<file path="src/rtl/decryption_cfg_arbiter.sv">
// ----------------------------------------------------------------------------
// decryption_cfg_arbiter
//
// Arbitrates the decryption register file's single access port between two
// masters: the host configuration interface (m0) and the on-chip key loader
// (m1). One transaction is in flight at a time. Contention is resolved
// round-robin. The arbiter drives the register-file strobe for one cycle and
// then waits for done. The response goes back to the granted master as a
// one-cycle ack.
//
// Error responses:
//   - A command with both or neither of read/write set is answered locally
//     with error=1, rdata=0. The register file is not touched.
//   - A register file that never answers is cut off after TIMEOUT wait
//     cycles. That access is answered with error=1, rdata=0.
//
// Ports:
//   clk, rst_n          clock (rising edge), synchronous active-low reset
//   i_mN_req            request, held with a stable command until ack
//   i_mN_addr/read/     command from master N
//   write/wdata
//   o_mN_ack            one-cycle completion pulse
//   o_mN_rdata/error    response, valid while ack is high, 0 otherwise
//   o_rf_addr/read/     register-file access port (read/write are strobes)
//   write/wdata
//   i_rf_rdata/done/    register-file response
//   error
//   o_busy              high whenever the sequencer is not idle
// ----------------------------------------------------------------------------
module decryption_cfg_arbiter #(
   parameter int ADDR_WIDTH = 8,
   parameter int DATA_WIDTH = 16,
   parameter int TIMEOUT    = 15,
   parameter int TO_WIDTH   = 4
) (
   input  logic                  clk,
   input  logic                  rst_n,
   input  logic                  i_m0_req,
   input  logic [ADDR_WIDTH-1:0] i_m0_addr,
   input  logic                  i_m0_read,
   input  logic                  i_m0_write,
   input  logic [DATA_WIDTH-1:0] i_m0_wdata,
   output logic                  o_m0_ack,
   output logic [DATA_WIDTH-1:0] o_m0_rdata,
   output logic                  o_m0_error,
   input  logic                  i_m1_req,
   input  logic [ADDR_WIDTH-1:0] i_m1_addr,
   input  logic                  i_m1_read,
   input  logic                  i_m1_write,
   input  logic [DATA_WIDTH-1:0] i_m1_wdata,
   output logic                  o_m1_ack,
   output logic [DATA_WIDTH-1:0] o_m1_rdata,
   output logic                  o_m1_error,
   output logic [ADDR_WIDTH-1:0] o_rf_addr,
   output logic                  o_rf_read,
   output logic                  o_rf_write,
   output logic [DATA_WIDTH-1:0] o_rf_wdata,
   input  logic [DATA_WIDTH-1:0] i_rf_rdata,
   input  logic                  i_rf_done,
   input  logic                  i_rf_error,
   output logic                  o_busy
);

   typedef enum logic [1:0] {
      ST_IDLE  = 2'd0,
      ST_ISSUE = 2'd1,
      ST_WAIT  = 2'd2,
      ST_RESP  = 2'd3
   } state_t;

   localparam logic [TO_WIDTH-1:0] TIMEOUT_CNT = TO_WIDTH'(TIMEOUT);
   localparam logic [TO_WIDTH-1:0] CNT_ONE     = {{(TO_WIDTH-1){1'b0}}, 1'b1};

   // Sequencer context. A grant value of 0 means m0 and 1 means m1.
   state_t              r_state;
   state_t              w_state_nxt;
   logic                r_last_grant;
   logic                w_last_grant_nxt;
   logic                r_grant;
   logic                w_grant_nxt;
   logic [TO_WIDTH-1:0] r_cnt;
   logic [TO_WIDTH-1:0] w_cnt_nxt;
   logic [TO_WIDTH-1:0] w_cnt_inc;

   // Registered outputs
   logic                  r_m0_ack;
   logic [DATA_WIDTH-1:0] r_m0_rdata;
   logic                  r_m0_error;
   logic                  r_m1_ack;
   logic [DATA_WIDTH-1:0] r_m1_rdata;
   logic                  r_m1_error;
   logic [ADDR_WIDTH-1:0] r_rf_addr;
   logic                  r_rf_read;
   logic                  r_rf_write;
   logic [DATA_WIDTH-1:0] r_rf_wdata;
   logic                  r_busy;

   // Next values for the register-file side and the response
   logic [ADDR_WIDTH-1:0] w_rf_addr_nxt;
   logic [DATA_WIDTH-1:0] w_rf_wdata_nxt;
   logic                  w_rf_read_nxt;
   logic                  w_rf_write_nxt;
   logic                  w_resp_valid;
   logic [DATA_WIDTH-1:0] w_resp_rdata;
   logic                  w_resp_error;
   logic                  w_resp_m0;
   logic                  w_resp_m1;

   // Command of the master that would be granted in this IDLE cycle
   logic                  w_pick;
   logic [ADDR_WIDTH-1:0] w_sel_addr;
   logic                  w_sel_read;
   logic                  w_sel_write;
   logic [DATA_WIDTH-1:0] w_sel_wdata;

   // Round-robin choice: a contended grant goes to the master served less recently
   always_comb begin
      if (i_m0_req && i_m1_req) begin
         w_pick = ~r_last_grant;
      end else if (i_m1_req) begin
         w_pick = 1'b1;
      end else begin
         w_pick = 1'b0;
      end
   end

   assign w_sel_addr  = w_pick ? i_m1_addr  : i_m0_addr;
   assign w_sel_read  = w_pick ? i_m1_read  : i_m0_read;
   assign w_sel_write = w_pick ? i_m1_write : i_m0_write;
   assign w_sel_wdata = w_pick ? i_m1_wdata : i_m0_wdata;
   assign w_cnt_inc   = r_cnt + CNT_ONE;

   // Next-state and next-output logic of the access sequencer
   always_comb begin
      w_state_nxt      = r_state;
      w_last_grant_nxt = r_last_grant;
      w_grant_nxt      = r_grant;
      w_cnt_nxt        = r_cnt;
      w_rf_addr_nxt    = r_rf_addr;
      w_rf_wdata_nxt   = r_rf_wdata;
      w_rf_read_nxt    = 1'b0;
      w_rf_write_nxt   = 1'b0;
      w_resp_valid     = 1'b0;
      w_resp_rdata     = {DATA_WIDTH{1'b0}};
      w_resp_error     = 1'b0;
      case (r_state)
         ST_IDLE: begin
            if (i_m0_req || i_m1_req) begin
               w_grant_nxt      = w_pick;
               w_last_grant_nxt = w_pick;
               if (w_sel_read ^ w_sel_write) begin
                  // Strobe and address are registered here so they are
                  // presented to the register file during ISSUE.
                  w_state_nxt    = ST_ISSUE;
                  w_rf_addr_nxt  = w_sel_addr;
                  w_rf_wdata_nxt = w_sel_wdata;
                  w_rf_read_nxt  = w_sel_read;
                  w_rf_write_nxt = w_sel_write;
               end else begin
                  // Malformed command: answer locally, register file untouched
                  w_state_nxt  = ST_RESP;
                  w_resp_valid = 1'b1;
                  w_resp_error = 1'b1;
               end
            end else begin
               w_state_nxt = ST_IDLE;
            end
         end
         ST_ISSUE: begin
            w_cnt_nxt   = {TO_WIDTH{1'b0}};
            w_state_nxt = ST_WAIT;
         end
         ST_WAIT: begin
            if (i_rf_done) begin
               w_state_nxt  = ST_RESP;
               w_resp_valid = 1'b1;
               w_resp_rdata = i_rf_rdata;
               w_resp_error = i_rf_error;
            end else if (w_cnt_inc == TIMEOUT_CNT) begin
               // Give up after TIMEOUT wait cycles without done
               w_state_nxt  = ST_RESP;
               w_resp_valid = 1'b1;
               w_resp_error = 1'b1;
            end else begin
               w_cnt_nxt = w_cnt_inc;
            end
         end
         ST_RESP: begin
            w_state_nxt = ST_IDLE;
         end
         default: begin
            w_state_nxt = ST_IDLE;
         end
      endcase
   end

   assign w_resp_m0 = w_resp_valid & ~w_grant_nxt;
   assign w_resp_m1 = w_resp_valid &  w_grant_nxt;

   // Sequencer state register; last_grant resets to m1 so m0 wins first contention
   always_ff @(posedge clk) begin
      if (!rst_n) begin
         r_state      <= ST_IDLE;
         r_last_grant <= 1'b1;
         r_grant      <= 1'b0;
         r_cnt        <= {TO_WIDTH{1'b0}};
      end else begin
         r_state      <= w_state_nxt;
         r_last_grant <= w_last_grant_nxt;
         r_grant      <= w_grant_nxt;
         r_cnt        <= w_cnt_nxt;
      end
   end

   // Output registers; the response reaches only the granted master
   always_ff @(posedge clk) begin
      if (!rst_n) begin
         r_m0_ack   <= 1'b0;
         r_m0_rdata <= {DATA_WIDTH{1'b0}};
         r_m0_error <= 1'b0;
         r_m1_ack   <= 1'b0;
         r_m1_rdata <= {DATA_WIDTH{1'b0}};
         r_m1_error <= 1'b0;
         r_rf_addr  <= {ADDR_WIDTH{1'b0}};
         r_rf_read  <= 1'b0;
         r_rf_write <= 1'b0;
         r_rf_wdata <= {DATA_WIDTH{1'b0}};
         r_busy     <= 1'b0;
      end else begin
         r_m0_ack   <= w_resp_m0;
         r_m0_rdata <= w_resp_m0 ? w_resp_rdata : {DATA_WIDTH{1'b0}};
         r_m0_error <= w_resp_m0 & w_resp_error;
         r_m1_ack   <= w_resp_m1;
         r_m1_rdata <= w_resp_m1 ? w_resp_rdata : {DATA_WIDTH{1'b0}};
         r_m1_error <= w_resp_m1 & w_resp_error;
         r_rf_addr  <= w_rf_addr_nxt;
         r_rf_read  <= w_rf_read_nxt;
         r_rf_write <= w_rf_write_nxt;
         r_rf_wdata <= w_rf_wdata_nxt;
         r_busy     <= (w_state_nxt != ST_IDLE);
      end
   end

   assign o_m0_ack   = r_m0_ack;
   assign o_m0_rdata = r_m0_rdata;
   assign o_m0_error = r_m0_error;
   assign o_m1_ack   = r_m1_ack;
   assign o_m1_rdata = r_m1_rdata;
   assign o_m1_error = r_m1_error;
   assign o_rf_addr  = r_rf_addr;
   assign o_rf_read  = r_rf_read;
   assign o_rf_write = r_rf_write;
   assign o_rf_wdata = r_rf_wdata;
   assign o_busy     = r_busy;

endmodule
</file>
<file path="config.mk">
export PLATFORM = sky130hd
export DESIGN_NAME = decryption_cfg_arbiter
export DESIGN_NICKNAME = d
export VERILOG_FILES = /design/src/rtl/decryption_cfg_arbiter.sv
export SDC_FILE = /design/constraint.sdc
export NUM_CORES = 1
export LEC_CHECK = 0
export CAP_MARGIN = 0
export CORE_ASPECT_RATIO = 1.5
export CORE_MARGIN = 5
export CORE_UTILIZATION = 37
export CTS_BUF_LIST = sky130_fd_sc_hd__clkbuf_8
export DETAILED_ROUTE_END_ITERATION = 8
export PLACE_DENSITY = 0.78
export SYNTH_ARGS = -nofsm -noshare
export SYNTH_HDL_FRONTEND = slang
export SYNTH_SLANG_ARGS = --single-unit
export TNS_END_PERCENT = 1
</file>
<file path="constraint.sdc">
create_clock -name clk -period 1.74 [get_ports clk]
set_input_delay 0.261 -clock clk [delete_from_list [all_inputs] [get_ports clk]]
set_output_delay 0.261 -clock clk [all_outputs]
set_load 0.01 [all_outputs]
</file>
==> flow_metrics.py <==
metrics = {
    "power": {
        "power_uw": 4350,
        "p_leak_uw": 0.00174,
        "switchingPower_uw": 1140,
        "swShare": 0.261,
        "seqPwrFrac": 0.423,
        "intPower_uw": 3210,
        "comb_power_share": 0.254,
        "p_per_area_nw_per_um2": 962,
        "clkPwrFrac": 0.323,
        "ir_drop_v": 0.000648,
    },
    "die": {
        "rows": 38,
        "coreArea_um2": 7180,
        "die_h_um": 115,
        "die_x_um": 79.7,
        "die_area_um2": 9130,
        "ios": 137,
        "initial_utilization": 0.376,
    },
    "cells_and_area": {
        "antenna_cells": 0,
        "drive_above_1_share": 0.135,
        "fin_nets": 504,
        "syn_to_final_growth_pct": 67.7,
        "layout_commonest_cell": "clkdlybuf4s50_1",
        "final_cell_mix": "clkdlybuf4s50_1 (136), dfxtp_1 (70), nand2_1 (49)",
    },
    "critical_path": {
        "crit_chain": "inv_1 -> ha_4 -> o21ai_0 -> or3_1 -> buf_12 -> a22oi_1",
        "end_kind": "flip-flop",
        "crit_fanout": 26,
        "crit_type": "flip-flop to flip-flop",
        "cpMaxStageDelayCell": "or3_1",
        "crit_arrival_ps": 1870,
        "cpLargestDelayFamily": "simple AND/OR/NAND/NOR gates",
        "cp-start-kind": "flip-flop",
        "crit_required_ps": 1990,
        "cp_slowest_stage_delay_ps": 410,
        "crit_buf_inv": 2,
    },
    "sta": {
        "setup_ws_ps": 128,
        "setup_viol": 0,
        "fmax_ghz": 0.620,
        "worstMarginPinSlew_ps": 325,
        "fin_worst_skew_ps": 8.12,
        "period_needed_ps": 1610,
        "rsz0062_at_grt": "no",
        "slew_headroom": 0.783,
        "hold_violations": 0,
        "min_period_over_period": 0.927,
        "maxSlewViolCount": 0,
    },
    "grt": {
        "grt_pass1_wl_um": 13000,
        "grt_max_degree": 33,
        "grt_pass1_vias": 2680,
        "grt_overflow": 0,
        "antenna_found_initial": 0,
        "grt.total_usage": 0.181,
    },
    "synth": {
        "yosys_most_used_dff": "dfxtp_1",
        "synth_area_leaders": "dfxtp_1 (53%), a22oi_2 (8.4%), nand2_1 (6.8%)",
        "synth_area_leader_cell": "dfxtp_1",
        "ys_types": 37,
        "ys_async_sr_fraction": 0,
        "synth-seq-cells": 71,
        "yosys_warnings": 0,
        "synth_edf_count": 0,
        "synth.net_count": 358,
        "ys_seq_area_frac": 0.527,
        "synth_top_area_frac": 0.527,
        "synthCells": 279,
        "avgSynthCellArea_um2": 9.66,
        "netlist_area_um2": 2700,
    },
    "route": {
        "drc": 0,
        "drt_iter0_markers": 86,
        "viasPerCell": 4.84,
        "vias": 2559,
        "drt-wirelength-per-cell_um": 15.3,
        "drtAntennaViolNets": 0,
        "wirelength_um": 8080,
        "drtPass1Iterations": 4,
    },
    "clock_tree": {
        "cts_tree": "built",
        "postCtsSetupBuffers": 0,
        "clk_path_buf_depth": 2,
        "cts_root_buffer": "clkbuf_8",
        "clk_latency_ps": 330,
        "h-tree-depth": 3,
        "clock_sinks": 71,
        "ctsResizeCount": 0,
        "ctsHoldBuffers": 0,
        "clk_pin_slew_worst_paths_ps": 70,
        "cts_buffers": 9,
    },
    "place": {
        "place.gp.congestion": 0.763,
        "pre_cts_ws_ps": -217,
        "hpwl_um": 6280,
        "port_buffers": 136,
    },
    "hold_path": {
        "holdCritPathClass": "flip-flop to flip-flop",
    },
    "flow_run": {
        "maxCapViolations": 0,
    },
    "status": {
        "status": "finished clean",
    },
}
-- tightest hold or removal path, stage by stage (launching register included) --
cell and delay [ps]:
dfxtp_1 310, nand2_1 50, a22oi_1 50
-- power by group through the flow --
stage,combinational [uW],clock (uW),sequential [uW]
global route,1200,1530,1860
floorplan,438,0,1930
CTS,1110,1440,1840
detailed placement,1100,0,1880
global placement,1080,0,1870
finish,1100,1400,1840
-- stage by stage --
step,TNS (ps),hold WS (ps),instances,utilization,area [um2]
2_1_floorplan,0,398,279,-,2700
3_3_place_gp,-4520,444,514,0.597,4280
3_5_place_dp,-6240,453,514,0.597,4280
4_1_cts,0,457,529,0.626,4500
5_1_grt,0,464,529,0.630,4520
6_report,0,458,529,0.630,4520
-- cell usage after synthesis (2+ instances only) --
| master | number |
|---|---|
| dfxtp_1 | 71 |
| nand2_1 | 49 |
| nor2_1 | 35 |
| o22ai_1 | 24 |
| a22oi_2 | 18 |
| clkbuf_1 | 15 |
| a22oi_1 | 7 |
| a21oi_1 | 6 |
| mux2i_1 | 6 |
| ha_1 | 5 |
| inv_1 | 5 |
| nand3_1 | 4 |
| a211oi_1 | 3 |
| nand2b_1 | 3 |
| nand3b_1 | 3 |
| a31oi_1 | 2 |
| buf_8 | 2 |
| xor2_1 | 2 |
-- state kept, by name, summed over array words and instances, names as in the netlist, 2 cells and up --
| register | cells |
|---|---|
| o_m1_rdata | 16 |
| r_state | 2 |
| r_cnt | 4 |
| o_rf_addr | 8 |
| o_rf_wdata | 16 |
| o_m0_rdata | 16 |
-- cells by family (layout without fill, tap and decap cells) --
logic type / count (synthesis) / count (layout) / share of synthesized area
mux: 6 / 6 / 0.0223
fa+ha+maj: 5 / 5 / 0.0232
buf+inv: 24 / 174 / 0.0450
xor+xnor: 3 / 3 / 0.00975
compound gates: 70 / 70 / 0.217
simple gates: 100 / 100 / 0.156
flops: 71 / 71 / 0.527
-- area by class of cell --
class	instances	area, um2
clock buffer	10	138
clock inverter	5	73.8
multi-input combinational	184	1180
inverter	5	18.8
timing repair buffer	154	1560
tap	100	125
fill	605	2660
sequential	71	1420
-- path summary, 6_finish.rpt --
kind	start	endpoint	slack, ps	cells after the start
worst min-delay path	o_rf_wdata[8]	o_rf_wdata[8]	460	2
worst max-delay path	r_state[0]	o_rf_wdata[6]	130	6
worst min register to register	o_rf_wdata[8]	o_rf_wdata[8]	460	2
worst max register to register	r_state[0]	o_rf_wdata[6]	130	6
-- layer usage --
| metal | GRT usage | share of wire | routed length [um] |
|---|---|---|---|
| met5 | 0 | 0 | 0 |
| met3 | 0.0929 | 0.13 | 1050 |
| met2 | 0.312 | 0.49 | 3980 |
| met1 | 0.190 | 0.37 | 3000 |
| met4 | 0.0516 | 0.0062 | 50 |
(Power assumes the default switching activity.)
